### src/rtl/sysahb_matrix_mux.sv
// ---------------------------------------------------------------------------
// sysahb_matrix_mux
//   System-AHB address decoder, integrated ERROR default slave and response
//   multiplexer for up to 8 slaves. It also has a stall-timeout watchdog and
//   capture of the first error address.
//
//   Ports
//     sys_clk, sys_reset      clock, synchronous active-high reset
//     sysahb_haddr/htrans     master address phase
//     sysahb_hsel             per-slave select, combinational, one-hot or zero
//     slv_hreadyout/hresp/    per-slave data-phase responses (hrdata flattened,
//     slv_hrdata              slave i at [32*i+31:32*i])
//     sysahb_hready/hresp/    multiplexed bus response; hready is also fed
//     sysahb_hrdata           back to the slaves
//     err_clr                 clears the error capture
//     err_valid/cause/addr    sticky first-error record (cause 1 = timeout)
// ---------------------------------------------------------------------------

// Single region comparator, one instance per slave.
module sysahb_region_match #(
  parameter logic [31:0] BASE = 32'h0,
  parameter logic [31:0] MASK = 32'h0
) (
  input  logic [31:0] haddr,
  output logic        hit
);
  assign hit = (haddr & MASK) == BASE;
endmodule

module sysahb_matrix_mux #(
  parameter int                         NUM_SLAVES = 4,
  parameter logic [NUM_SLAVES*32-1:0]   ADDR_BASE  = (NUM_SLAVES*32)'(
    {32'hA000_0000, 32'h6000_0000, 32'h4000_0000, 32'h2000_0000}),
  parameter logic [NUM_SLAVES*32-1:0]   ADDR_MASK  = (NUM_SLAVES*32)'(
    {32'hF000_0000, 32'hF000_0000, 32'hF000_0000, 32'hFF80_0000}),
  parameter int                         TIMEOUT    = 256
) (
  input  logic                       sys_clk,
  input  logic                       sys_reset,
  input  logic [31:0]                sysahb_haddr,
  input  logic [1:0]                 sysahb_htrans,
  output logic [NUM_SLAVES-1:0]      sysahb_hsel,
  input  logic [NUM_SLAVES-1:0]      slv_hreadyout,
  input  logic [NUM_SLAVES-1:0]      slv_hresp,
  input  logic [NUM_SLAVES*32-1:0]   slv_hrdata,
  output logic                       sysahb_hready,
  output logic                       sysahb_hresp,
  output logic [31:0]                sysahb_hrdata,
  input  logic                       err_clr,
  output logic                       err_valid,
  output logic                       err_cause,
  output logic [31:0]                err_addr
);

  localparam int IW = (NUM_SLAVES > 1) ? $clog2(NUM_SLAVES) : 1;
  localparam int TW = $clog2(TIMEOUT) + 1;

  typedef enum logic [1:0] {DEF_IDLE, DEF_ERR1, DEF_ERR2} def_state_t;

  logic [NUM_SLAVES-1:0] hit_vec;
  logic                  any_hit;
  logic [IW-1:0]         hit_idx;

  logic                  dsel_vld;   // data phase belongs to a real slave
  logic [IW-1:0]         dsel_idx;
  logic [31:0]           daddr;
  def_state_t            def_state, def_nxt;

  logic [TW-1:0]         to_cnt;
  logic                  stall, to_evt, dec_evt;

  // htrans[0] (SEQ vs NONSEQ, IDLE vs BUSY) does not change decode behaviour.
  logic unused_htrans0;
  assign unused_htrans0 = sysahb_htrans[0];

  // ---- decode ------------------------------------------------------------
  for (genvar g = 0; g < NUM_SLAVES; g++) begin : g_match
    sysahb_region_match #(
      .BASE(ADDR_BASE[32*g +: 32]),
      .MASK(ADDR_MASK[32*g +: 32])
    ) u_match (
      .haddr(sysahb_haddr),
      .hit  (hit_vec[g])
    );
  end

  assign any_hit = |hit_vec;
  // Lowest matching index wins: isolate the lowest set bit.
  assign sysahb_hsel = hit_vec & (~hit_vec + NUM_SLAVES'(1));

  always_comb begin
    hit_idx = '0;
    for (int i = NUM_SLAVES-1; i >= 0; i--)
      if (hit_vec[i]) hit_idx = IW'(i);
  end

  // ---- data-phase select -------------------------------------------------
  always_ff @(posedge sys_clk) begin
    if (sys_reset) begin
      dsel_vld <= 1'b0;
      dsel_idx <= '0;
      daddr    <= '0;
    end else if (sysahb_hready) begin
      dsel_vld <= sysahb_htrans[1] & any_hit;
      dsel_idx <= hit_idx;
      daddr    <= sysahb_haddr;
    end
  end

  // ---- default slave: two-cycle ERROR ------------------------------------
  always_ff @(posedge sys_clk) begin
    if (sys_reset) def_state <= DEF_IDLE;
    else           def_state <= def_nxt;
  end

  always_comb begin
    def_nxt = DEF_IDLE;
    case (def_state)
      DEF_ERR1: def_nxt = DEF_ERR2;
      default:  def_nxt = DEF_IDLE;
    endcase
    // An unmapped NONSEQ/SEQ accepted in the ERR2 cycle chains straight into
    // a fresh ERROR response.
    if (sysahb_hready && sysahb_htrans[1] && !any_hit) def_nxt = DEF_ERR1;
  end

  // ---- response mux ------------------------------------------------------
  always_comb begin
    sysahb_hready = 1'b1;
    sysahb_hresp  = 1'b0;
    sysahb_hrdata = '0;
    case (def_state)
      DEF_ERR1: begin
        sysahb_hready = 1'b0;
        sysahb_hresp  = 1'b1;
      end
      DEF_ERR2: sysahb_hresp = 1'b1;
      default: begin
        if (dsel_vld) begin
          for (int i = 0; i < NUM_SLAVES; i++) begin
            if (dsel_idx == IW'(i)) begin
              sysahb_hready = slv_hreadyout[i];
              sysahb_hresp  = slv_hresp[i];
              sysahb_hrdata = slv_hrdata[32*i +: 32];
            end
          end
        end
      end
    endcase
  end

  // ---- stall watchdog ----------------------------------------------------
  // Saturates at TIMEOUT-1, so the event fires once per stall; the transfer
  // itself is left running.
  assign stall  = dsel_vld & ~sysahb_hready;
  assign to_evt = stall && (to_cnt == TW'(TIMEOUT-2));

  always_ff @(posedge sys_clk) begin
    if (sys_reset || sysahb_hready)                to_cnt <= '0;
    else if (stall && to_cnt != TW'(TIMEOUT-1))    to_cnt <= to_cnt + TW'(1);
  end

  // ---- error capture -----------------------------------------------------
  // Decode errors are logged in the first ERROR cycle, when daddr holds the
  // offending address. A new error coinciding with err_clr is kept.
  assign dec_evt = (def_state == DEF_ERR1);

  always_ff @(posedge sys_clk) begin
    if (sys_reset) begin
      err_valid <= 1'b0;
      err_cause <= 1'b0;
      err_addr  <= '0;
    end else if ((dec_evt || to_evt) && (!err_valid || err_clr)) begin
      err_valid <= 1'b1;
      err_cause <= to_evt;
      err_addr  <= daddr;
    end else if (err_clr) begin
      err_valid <= 1'b0;
    end
  end

endmodule

### config.mk
export PLATFORM = sky130hd
export DESIGN_NAME = sysahb_matrix_mux
export DESIGN_NICKNAME = d
export VERILOG_FILES = /design/src/rtl/sysahb_matrix_mux.sv
export SDC_FILE = /design/constraint.sdc
export NUM_CORES = 1
export LEC_CHECK = 0
export BUFFER_PORTS_ARGS = -buffer_cell sky130_fd_sc_hd__buf_4
export CAP_MARGIN = 30
export CORE_UTILIZATION = 52
export CTS_BUF_LIST = sky130_fd_sc_hd__clkbuf_8
export DETAILED_ROUTE_END_ITERATION = 16
export HOLD_SLACK_MARGIN = 0.05
export PLACE_DENSITY = 0.89
export SLEW_MARGIN = 20
export SYNTH_ARGS = -nofsm -noshare
export SYNTH_HDL_FRONTEND = slang
export SYNTH_HIERARCHICAL = 1
export SYNTH_SLANG_ARGS = --single-unit
### constraint.sdc
create_clock -name sys_clk -period 4.67 [get_ports sys_clk]
set_input_delay 0.934 -clock sys_clk [delete_from_list [all_inputs] [get_ports sys_clk]]
set_output_delay 0.934 -clock sys_clk [all_outputs]
set_load 0.1 [all_outputs]
* Word level (Yosys, flattened, before mapping)
Index checks and enable logic that the tools add are counted.
Widths: inputs -> output; s select.
** Storage, ports and cells
- Bits in registers :: 80
- Input bits :: 173
- Output and inout bits :: 72
- Word-level logic and storage cells :: 68
** Operators by class
- Add/sub/neg operators :: 2
- Equality and inequality tests :: 11
- Muxes and demuxes :: 26
- Bitwise logic cells :: 5
- Reduce and logical (&&, ||, !) cells :: 15
** Operator list (number)
- $mux 32 :: 6
- $mux 1 :: 14
- $mux 2 :: 5
- $add 9x1->9 const B :: 1
- $eq 9x7->1 const B :: 1
- $eq 9x8->1 const B :: 1
- $ne 9x8->1 const B :: 1
- $eq 4x3->1 const B :: 2
- $eq 2x2->1 const B :: 3
- $logic_and 1x1->1 :: 5
- $add 4x1->4 const B :: 1
- $and 4x4->4 :: 1
- $eq 2x1->1 const B :: 2
- $eq 4x4->1 const B :: 1
- $not 4->4 :: 1
- $reduce_or 2->1 :: 2
- $reduce_or 4->1 :: 1
- $logic_or 1x1->1 :: 3
- $and 1x1->1 :: 2
- $logic_not 1->1 :: 2
- $logic_not 2->1 :: 1
- $pmux 1 s2 :: 1
- $reduce_bool 2->1 :: 1
- $not 1->1 :: 1

* Longest topological paths before layout
Gate-level depths: netlist of run 1.
- Depth in word-level cells :: 13
- Depth in mapped cells :: 10
- Mapped depth without buffers :: 9

* Hierarchy
The synthesis of run 1 kept the hierarchy.
** By module, submodules not included
- sysahb_matrix_mux :: instances 1, cells an instance 539, area an instance 4918.5 um^2
- sysahb_region_match at g_match[0].u_match :: instances 1, cells an instance 3, area an instance 28.8 um^2
- sysahb_region_match at g_match[2].u_match ... :: instances 2, cells an instance 1, area an instance 12.5 um^2
- sysahb_region_match at g_match[1].u_match :: instances 1, cells an instance 1, area an instance 15.0 um^2

* Worst setup path after synthesis of run 1
No wires, ideal clock.
- Kind :: input port to output port
- Start :: input port sysahb_haddr[30]
- End :: output port sysahb_hsel[3]
- Arrival :: 4.348 ns
- Required time :: 3.736 ns
- Slack :: -0.612 ns
- Stages on the path :: 2
- Path buffers :: 0
- Path through :: and4bb_2 nor4b_1
** Between the ends
- Word-level cells in the longest chain between the ends :: 4
- Elaborated cells between the ends (all ways) :: 7
- Classes of those cells :: 1 x add/sub; 4 x eq/ne; 2 x bitwise
** RTL lines
- from (decl) :: line 40 : input logic [31:0] sysahb_haddr,
- $eq 9x7->1 (tied with other cells) :: line 27 : assign hit = (haddr & MASK) == BASE;
- $not 4->4 :: line 89 : assign sysahb_hsel = hit_vec & (~hit_vec + NUM_SLAVES'(1));
- $add 4x1->4 :: line 89
- $and 4x4->4 * :: line 89
- to (decl) :: line 42 : output logic [NUM_SLAVES-1:0] sysahb_hsel,
Every way passes the cells marked *; elsewhere a longest branch is shown, timed or not.

* Final worst setup path of run 1
- Start :: input port sysahb_haddr[27]
- End :: output port sysahb_hsel[2]
** Between the ends
- Word-level cells in the longest chain between the ends :: 4
** RTL lines (line)
- $eq 9x7->1 :: 27
- $not 4->4 :: 89
- $add 4x1->4 :: 89
- $and 4x4->4 :: 89
No other way between the ends.

==> impl_metrics.yaml, run 1 <==
status:
  outcome: "complete, no violations"
logic_synthesis:
  syn_area_per_cell_sq_um: 9.15
  ys_types: 43
  yosysTopAreaCellShare_pct: 32.1
  synth_seq_cells: 80
  yosys_warnings: 6
  synth_nets: 723
  synth_cells: 545
  yosysSeqAreaShare_pct: 32.1
  syn_area_sq_um: 4990
  synth_area_leaders: "dfxtp_1 32%, mux4_2 15%, nand3_1 6.7%"
  yosysTopAreaCell: "dfxtp_1"
timing:
  tightest_slew_ps: 955
  fmax_ghz: 0.265
  period_needed_ps: 3780
  rsz0062_at_grt: "false"
  setup_tns_ps: 0
  slew_headroom_pct: 35.8
  skew_ps: 9.06
  fin_crit_sh_pct: 80.9
  maxSlewViolCount: 0
  setup_viol_count_final: 0
  final_hold_viol_count: 0
worst_setup_path:
  cp_max_fo: 7
  required_ps: 3740
  cp.arrival_ps: 2840
  criticalPathCategory: "primary input to primary output"
  critPathCaptureType: "primary output"
  cp-start-kind: "primary input"
finish:
  antenna_cells: 0
  syn_to_final_growth_pct: 41.6
  fin_nets: 935
  drive_above_1_share_pct: 40.9
  final_area_sq_um: 7060
  post_layout_nonfiller_instances: 891
placed_design:
  place_area_sq_um: 6820
  place_congestion: 0.980
  dp_cells: 873
  place_hpwl_um: 12800
  io_buffer_count: 243
clock_network:
  cts_max_path_buffers: 2
  cts_max_level: 3
  clkSinkCount: 80
  clk_latency_ps: 360
  post-cts-setup-buffers: 0
  cts_tree: "built"
  path_clk_slew_ps: 90
  hold_buffers: 0
  cts.repair.resized: 0
  root_buffer: "clkbuf_8"
  numCtsBuffers: 9
floorplan:
  die_h_um: 99.9
  die_x_um: 99.9
  rows: 35
  pin_count: 245
  core_sq_um: 9280
  fp.dieArea_sq_um: 9990
  initial_utilization_pct: 53.7
detailed_routing:
  ant_nets: 0
  wl_um: 17200
  vias: 5205
  dr_wl_met2_um: 8580
  top_layer_used: "met5"
  routed-wl-met3_um: 1310
  first_pass_iters: 5
  drc: 0
  vias_per_cell: 5.84
  routedWlPerCell_um: 19.3
  drtIter0Drc: 339
  wl_met1_um: 6410
power_and_ir_drop:
  p_seq_share_pct: 37.1
  p_clk_share_pct: 24.7
  p_sw_mw: 0.817
  power_density_nw_per_um2: 297
  p_int_mw: 1.28
  p_leak_nw: 3.01
  worst_ir_drop_vdd_mv: 0.211
  switching_share_pct: 39.0
  comb_power_share_pct: 38.1
  totalPowerFinal_mw: 2.09
global_route:
  grt_max_degree: 105
  grt_use_total_pct: 34.7
  grt_pass1_vias: 5273
  grt_pass1_wl_um: 26600
  antenna_found_initial: 1
  overflow: 0
worst_hold_path:
  min_path_type: "flop to flop"
run:
  cap_violations: 0
==> power groups by stage <==
stage / Combinational [mW] / Sequential (mW) / Clock [mW]
3_3_place_gp: 0.766 / 0.790 / 0
3_5_place_dp: 0.789 / 0.793 / 0
5_1_grt: 0.835 / 0.784 / 0.550
2_1_floorplan: 0.306 / 1.03 / 0
6_report: 0.798 / 0.778 / 0.518
4_1_cts: 0.791 / 0.777 / 0.521
==> state kept, by name, indices dropped and copies added, names as in the netlist <==
signal,flops
daddr,32
dsel_idx,2
err_valid,1
err_addr,32
dsel_vld,1
err_cause,1
def_state,2
to_cnt,9
==> cells in the final DEF, fill, tap and decap left out, drive strengths merged, types with 2 or more instances in the layout <==
cell and n:
or3 2, dfxtp 80, nor3 3, clkbuf 10
inv 8, and3 2, a21oi 8, o21ai 32
xor2 6, nand3 67, ha 5, buf 254
nor3b 32, nand2b 3, nor4b 2, a211oi 2
nand4 3, and2 36, and4bb 2, clkinv 3
nor2 45, a22oi 33, nor4 2, nor2b 35
nand2 10, and4 2, mux2i 32, mux4 33
==> stage by stage <==
step / utilization [%] / worst slack, ps / hold slack, ps
final: 76.1 / 893 / 492
after global placement: 73.1 / 974 / 468
after CTS: 75.6 / 948 / 496
after global routing: 76.1 / 865 / 530
after detailed placement: 73.5 / 956 / 476
after floorplan: - / 393 / 455
==> metal layers <==
layer | track usage [%] | up-vias
met5 | 0 | -
met4 | 20.4 | 2
met3 | 9.26 | 56
met2 | 60.1 | 229
met1 | 38.4 | 2507
li1 | - | 2411
==> critical path, stage by stage <==
cell	delay (ps)
buf_4	120
or4b_1	530
nor4_2	800
nor3_1	160
buf_4	290
==> final cells by class <==
class	count	area, sq um
timing repair buffer	254	1950
fill	681	2220
multi-input combinational	405	3120
inverter	7	26.3
tap	129	161
clock buffer	10	138
clock inverter	6	60.1
sequential	80	1600
==> final timing paths <==
kind	start	end	slack [ps]	depth (start not counted)
worst min register to register	daddr[8]$_SDFFE_PP0P_	daddr[8]$_SDFFE_PP0P_	490	2
worst max-delay path	sysahb_haddr[27]	sysahb_hsel[2]	890	5
worst min-delay path	daddr[8]$_SDFFE_PP0P_	daddr[8]$_SDFFE_PP0P_	490	2
worst max register to register	dsel_idx[1]$_SDFFE_PP0P_	to_cnt[8]$_SDFFE_PP0P_	1790	6
==> cells in the mapped netlist, drive strengths merged <==
cell type and count:
nor4b 2, xor2 6, and4bb 2, nor3 3, nand2 10, or4 1, a22oi 33, clkbuf 30
nor2 45, or3 2, mux4 33, o2111ai 1, and2 36, dfxtp 80, a21oi 8, mux2i 32
nor2b 35, nand2b 3, nand3 67, or4b 1, xnor2 1, nor4 2, nand4 3, o21ai 32
buf 23, or3b 1, ha 5, a211o 1, and4 2, a211oi 2, inv 7, nor3b 32
o211ai 1, and3 2, a31oi 1
==> kinds of logic (layout without fill, tap and decap cells) <==
kind of cell	count (synthesis)	after routing	share of synthesized area (%)
DFF	80	80	32.1
AOI/OAI and AO/OA	79	79	10.2
xor gates and xnor gates	7	7	1.23
and+or+nand+nor	249	249	28.4
muxes	65	65	21.3
adders and majority gates	5	5	1.25
buffers and inverters	60	277	5.49
Note: power is estimated with default switching activity, not from simulation.
==> run 2, diff against run 1 <==
--- a/config.mk
+++ b/config.mk
@@ -7,11 +7,11 @@
 export LEC_CHECK = 0
 export BUFFER_PORTS_ARGS = -buffer_cell sky130_fd_sc_hd__buf_4
 export CAP_MARGIN = 30
-export CORE_UTILIZATION = 52
+export CORE_UTILIZATION = 48
 export CTS_BUF_LIST = sky130_fd_sc_hd__clkbuf_8
 export DETAILED_ROUTE_END_ITERATION = 16
 export HOLD_SLACK_MARGIN = 0.05
-export PLACE_DENSITY = 0.89
+export PLACE_DENSITY = 0.83
 export SLEW_MARGIN = 20
 export SYNTH_ARGS = -nofsm -noshare
 export SYNTH_HDL_FRONTEND = slang
==> constraint.sdc (replaced) <==
create_clock -name sys_clk -period 3.7 [get_ports sys_clk]
set_input_delay 0.74 -clock sys_clk [delete_from_list [all_inputs] [get_ports sys_clk]]
set_output_delay 0.74 -clock sys_clk [all_outputs]
set_load 0.1 [all_outputs]
==> run 2 against run 1 <==
Effect of this change:
- sequential power up 25%
- sequential cell count unchanged
- largest cell class unchanged
- register-to-register slack worse by 720 ps
- setup slack worse by 99 ps
- final cell count up 0.79%
- routed wire length down 4.6%
- die area up 8.2%
==> impl_metrics.yaml, run 2 (same netlist as run 1, synthesis figures left out) <==
timing:
  fin_crit_sh_pct: 78.6
  final_hold_viol_count: 0
  setup_tns_ps: 0
  period_needed_ps: 2910
  slew_headroom_pct: 55.4
  maxSlewViolCount: 0
  fmax_ghz: 0.344
  rsz0062_at_grt: "false"
  setup_viol_count_final: 0
  hold_ws_ps: 489
  skew_ps: 8.71
  tightest_slew_ps: 669
clock_network:
  root_buffer: "clkbuf_8"
  cts.repair.resized: 0
  clkSinkCount: 80
  path_clk_slew_ps: 80
  numCtsBuffers: 9
  hold_buffers: 0
  cts_tree: "built"
  clk_latency_ps: 350
  post-cts-setup-buffers: 0
  cts_max_level: 3
  cts_max_path_buffers: 2
placed_design:
  place_area_sq_um: 6840
  io_buffer_count: 243
  place_hpwl_um: 12200
  place_congestion: 0.926
worst_setup_path:
  rr_endpoint: "to_cnt[1]$_SDFFE_PP0P_"
  reg2regPathDepth: 8
  cp-start-kind: "primary input"
  path_common_cell: "buf_4"
  cp.arrival_ps: 2170
  cp_slowest_stage_delay_ps: 540
  criticalPathCategory: "primary input to primary output"
  slowest_stage: "or4b_1"
  critPathBufInv: 3
  critPathCaptureType: "primary output"
  required_ps: 2960
  worstReg2RegStart: "def_state[0]$_SDFF_PP0_"
  cp.depth: 5
  cp_max_fo: 7
  r2r_slack_ps: 1070
  path_delay_family: "simple AND/OR/NAND/NOR gates"
  crit_chain: "buf_4, or4b_1, nor4_2, buf_4, buf_4"
finish:
  drive_above_1_share_pct: 41.4
  layout_commonest_cell: "buf_4"
  final_util_pct: 71.5
  fin_nets: 937
  syn_to_final_growth_pct: 42.0
  final_cell_mix: "253 x buf_4, 79 x dfxtp_1, 67 x nand3_1"
  fillers: 779
  top_regs: "daddr x32, err_addr x32, to_cnt x9"
  final_area_sq_um: 7080
floorplan:
  die_h_um: 104
  initial_utilization_pct: 50.3
  fp.dieArea_sq_um: 10800
  core_sq_um: 9910
  rows: 36
  die_x_um: 104
  pin_count: 245
global_route:
  grt_max_degree: 105
  antenna_found_initial: 1
  grt_pass1_vias: 5089
  overflow: 0
  grt_pass1_wl_um: 25800
  grt_use_total_pct: 30.1
run:
  cap_violations: 0
worst_hold_path:
  min_to: "daddr[8]$_SDFFE_PP0P_"
  hold_path.startpoint: "daddr[8]$_SDFFE_PP0P_"
  hold_depth: 2
  min_path_type: "flop to flop"
power_and_ir_drop:
  power_density_nw_per_um2: 373
  p_leak_nw: 3.01
  worst_ir_drop_vdd_mv: 0.327
detailed_routing:
  drc: 0
  drtIter0Drc: 345
  vias_per_cell: 5.76
  ant_nets: 0
  first_pass_iters: 5
  wl_um: 16400
  vias: 5172
  routedWlPerCell_um: 18.3
status:
  outcome: "complete, no violations"
run 2: cell count changes in the layout (fill, tap and decap cells not counted), sizes merged:
cell | before | now
buf | 254 | 256
diode | 0 | 1
clkinvlp | 1 | 2
clkinv | 3 | 2
run 2: per-layer routing:
metal / track usage, % / up-vias / wire length, um
met4: 8.37 / 0 / 254
met5: 0 / - / 0
li1: - / 2420 / -
met1: 37.8 / 2468 / 6770
met3: 6.08 / 29 / 1140
met2: 52.3 / 255 / 8250
run 2: per-stage QoR:
step / setup slack, ps / cells / power [mW]
after floorplan: 219 / 545 / 1.69
after global placement: 810 / 879 / 1.96
after detailed placement: 815 / 879 / 1.98
after CTS: 783 / 895 / 2.64
after global routing: 656 / 897 / 2.74
final: 793 / 898 / 2.64
run 2: cell type report:
cell class,count,area (sq um),area share [%]
clock inverters,6,67.6,0.954
repair buffers,256,1950,27.6
diodes,1,2.50,0.0353
flip-flops and latches,80,1600,22.6
multi-input cells,405,3120,44.1
well taps,133,166,2.35
clock buffers,10,138,1.94
inverters,7,26.3,0.371
run 2: tightest hold or removal path, cell delays in order (launching register included):
cell	delay, ps
dfxtp_1	330
mux2i_1	60
nor2_1	70
run 2: worst max-delay path by stage:
stage	startpoint	to	slack, ps
floorplan	sysahb_haddr[30]	sysahb_hsel[3]	220
global placement	sysahb_haddr[27]	sysahb_hsel[0]	810
detailed placement	sysahb_haddr[27]	sysahb_hsel[0]	820
CTS	def_state[0]$_SDFF_PP0_	sysahb_hrdata[23]	780
global route	def_state[0]$_SDFF_PP0_	sysahb_hrdata[23]	660
finish	sysahb_haddr[27]	sysahb_hsel[0]	790
run 2: report_power, final:
| group | internal, mW | switching, mW |
|---|---|---|
| clock | 0.332 | 0.335 |
| sequential | 0.937 | 0.0378 |
| combinational | 0.347 | 0.653 |
| total | 1.62 | 1.03 |
==> run 3, diff against run 2 <==
==> constraint.sdc (replaced) <==
create_clock -name sys_clk -period 2.9 [get_ports sys_clk]
set_input_delay 0.58 -clock sys_clk [delete_from_list [all_inputs] [get_ports sys_clk]]
set_output_delay 0.58 -clock sys_clk [all_outputs]
set_load 0.1 [all_outputs]
==> run 3 against run 2 <==
Effect of this change:
- setup slack got worse by 550 ps
- critical path depth fell by 1
- power rose by 25%
- die area did not move
- sequential share of layout area barely moved
- clock skew fell by 1.1 ps
- first-iteration DRC count rose by 12%
- sequential power rose by 28%
- clock power rose by 15%
- hold slack got worse by 26 ps
- register-to-register slack got worse by 690 ps
- sequential cell count did not move
- critical path type is now flop to primary output
==> impl_metrics.yaml, run 3 (same netlist as run 1, synthesis figures left out) <==
detailed_routing:
  vias: 5181
  routedWlPerCell_um: 18.7
  vias_per_cell: 5.77
  ant_nets: 0
  drc: 0
  wl_um: 16800
  drtIter0Drc: 386
  first_pass_iters: 7
power_and_ir_drop:
  comb_power_share_pct: 38.8
  totalPowerFinal_mw: 3.29
  p_clk_share_pct: 23.3
  worst_ir_drop_vdd_mv: 0.375
  p_int_mw: 2.01
  p_seq_share_pct: 37.9
  switching_share_pct: 38.8
  p_leak_nw: 3.03
  power_density_nw_per_um2: 464
  p_sw_mw: 1.28
clock_network:
  cts_max_level: 3
  clkSinkCount: 80
  path_clk_slew_ps: 80
  clk_latency_ps: 340
  hold_buffers: 0
  root_buffer: "clkbuf_8"
  numCtsBuffers: 9
  cts_tree: "built"
  cts_max_path_buffers: 2
  cts.repair.resized: 0
  post-cts-setup-buffers: 0
worst_setup_path:
  criticalPathCategory: "flop to primary output"
  required_ps: 2320
  crit_start: "dsel_idx[0]$_SDFFE_PP0P_"
  cp-start-kind: "flop"
  worstReg2RegStart: "dsel_idx[0]$_SDFFE_PP0P_"
  cp_max_fo: 15
  critPathCaptureType: "primary output"
  cp.arrival_ps: 2070
floorplan:
  fp.dieArea_sq_um: 10800
  die_x_um: 104
  pin_count: 245
  initial_utilization_pct: 50.3
  rows: 36
  core_sq_um: 9910
  die_h_um: 104
placed_design:
  place_area_sq_um: 6900
  place_hpwl_um: 12600
  io_buffer_count: 243
  place_congestion: 0.945
run:
  cap_violations: 0
worst_hold_path:
  min_path_type: "primary input to flop"
  hold_path.startpoint: "sysahb_haddr[16]"
global_route:
  overflow: 0
  grt_pass1_vias: 5061
  antenna_found_initial: 0
  grt_max_degree: 65
  grt_pass1_wl_um: 26300
  grt_use_total_pct: 30.7
timing:
  tightest_slew_ps: 592
  slew_headroom_pct: 60.4
  fin_crit_sh_pct: 91.4
  rsz0062_at_grt: "false"
  setup_viol_count_final: 0
  final_hold_viol_count: 0
  period_needed_ps: 2650
  maxSlewViolCount: 0
  setup_tns_ps: 0
  fmax_ghz: 0.377
  skew_ps: 7.65
finish:
  antenna_cells: 0
  drive_above_1_share_pct: 41.4
  final_cell_mix: "253 x buf_4, 79 x dfxtp_1, 67 x nand3_1"
  layout_commonest_cell: "buf_4"
  top_regs: "daddr x32, err_addr x32, to_cnt x9"
  fillers: 783
  syn_to_final_growth_pct: 42.2
  final_area_sq_um: 7090
  fin_nets: 938
status:
  outcome: "complete, no violations"
-- run 3: cell count changes in the layout (fill, tap and decap cells not counted), sizes merged --
cell | before | now
clkinvlp | 2 | 1
clkinv | 2 | 1
bufinv | 1 | 0
inv | 8 | 9
buf | 256 | 257
clkbuf | 10 | 12
diode | 1 | 0
-- run 3: area by class of cell --
type	count	area [sq um]	share of cell area, %
multi-input combinational	405	3130	44.1
timing repair buffer	257	1980	27.9
sequential	80	1610	22.6
tap	133	166	2.35
clock buffer	12	165	2.33
inverter	7	26.3	0.371
clock inverter	4	20.0	0.282
-- run 3: final timing paths --
kind,to,slack (ps),cells after the start
hold / removal,daddr[16]$_SDFFE_PP0P_,460,3
hold reg to reg,daddr[7]$_SDFFE_PP0P_,490,2
setup reg to reg,to_cnt[1]$_SDFFE_PP0P_,380,7
setup / recovery,sysahb_hrdata[0],250,4
-- run 3: stage by stage --
step           setup slack [ps]  hold slack (ps)  util, %  cells
6_report                    248              464     71.6    898
3_3_place_gp                293              467     69.6    882
2_1_floorplan              -261              455        -    545
3_5_place_dp                207              475     69.6    882
5_1_grt                     127              466     71.6    898
4_1_cts                    14.2              456     71.5    898
-- run 3: power groups by stage --
stage          sequential (mW)  combinational (mW)  clock (mW)
2_1_floorplan             1.66               0.494           0
3_3_place_gp              1.27                1.24           0
3_5_place_dp              1.27                1.27           0
4_1_cts                   1.25                1.27       0.777
5_1_grt                   1.26                1.34       0.821
6_report                  1.25                1.28       0.766
-- run 3: per-layer routing --
metal	vias to the layer above	track usage (%)	share of wire [%]
met5	-	0	0
met4	0	7.55	1.6
met3	21	5.76	5.7
met2	213	53.4	50
met1	2529	39.3	43
li1	2418	-	-
-- run 3: worst max-delay path, stage by stage (launching register included) --
cell and delay [ps]:
dfxtp_4 540, buf_4 260, mux4_2 520, and2_1 170, buf_4 230
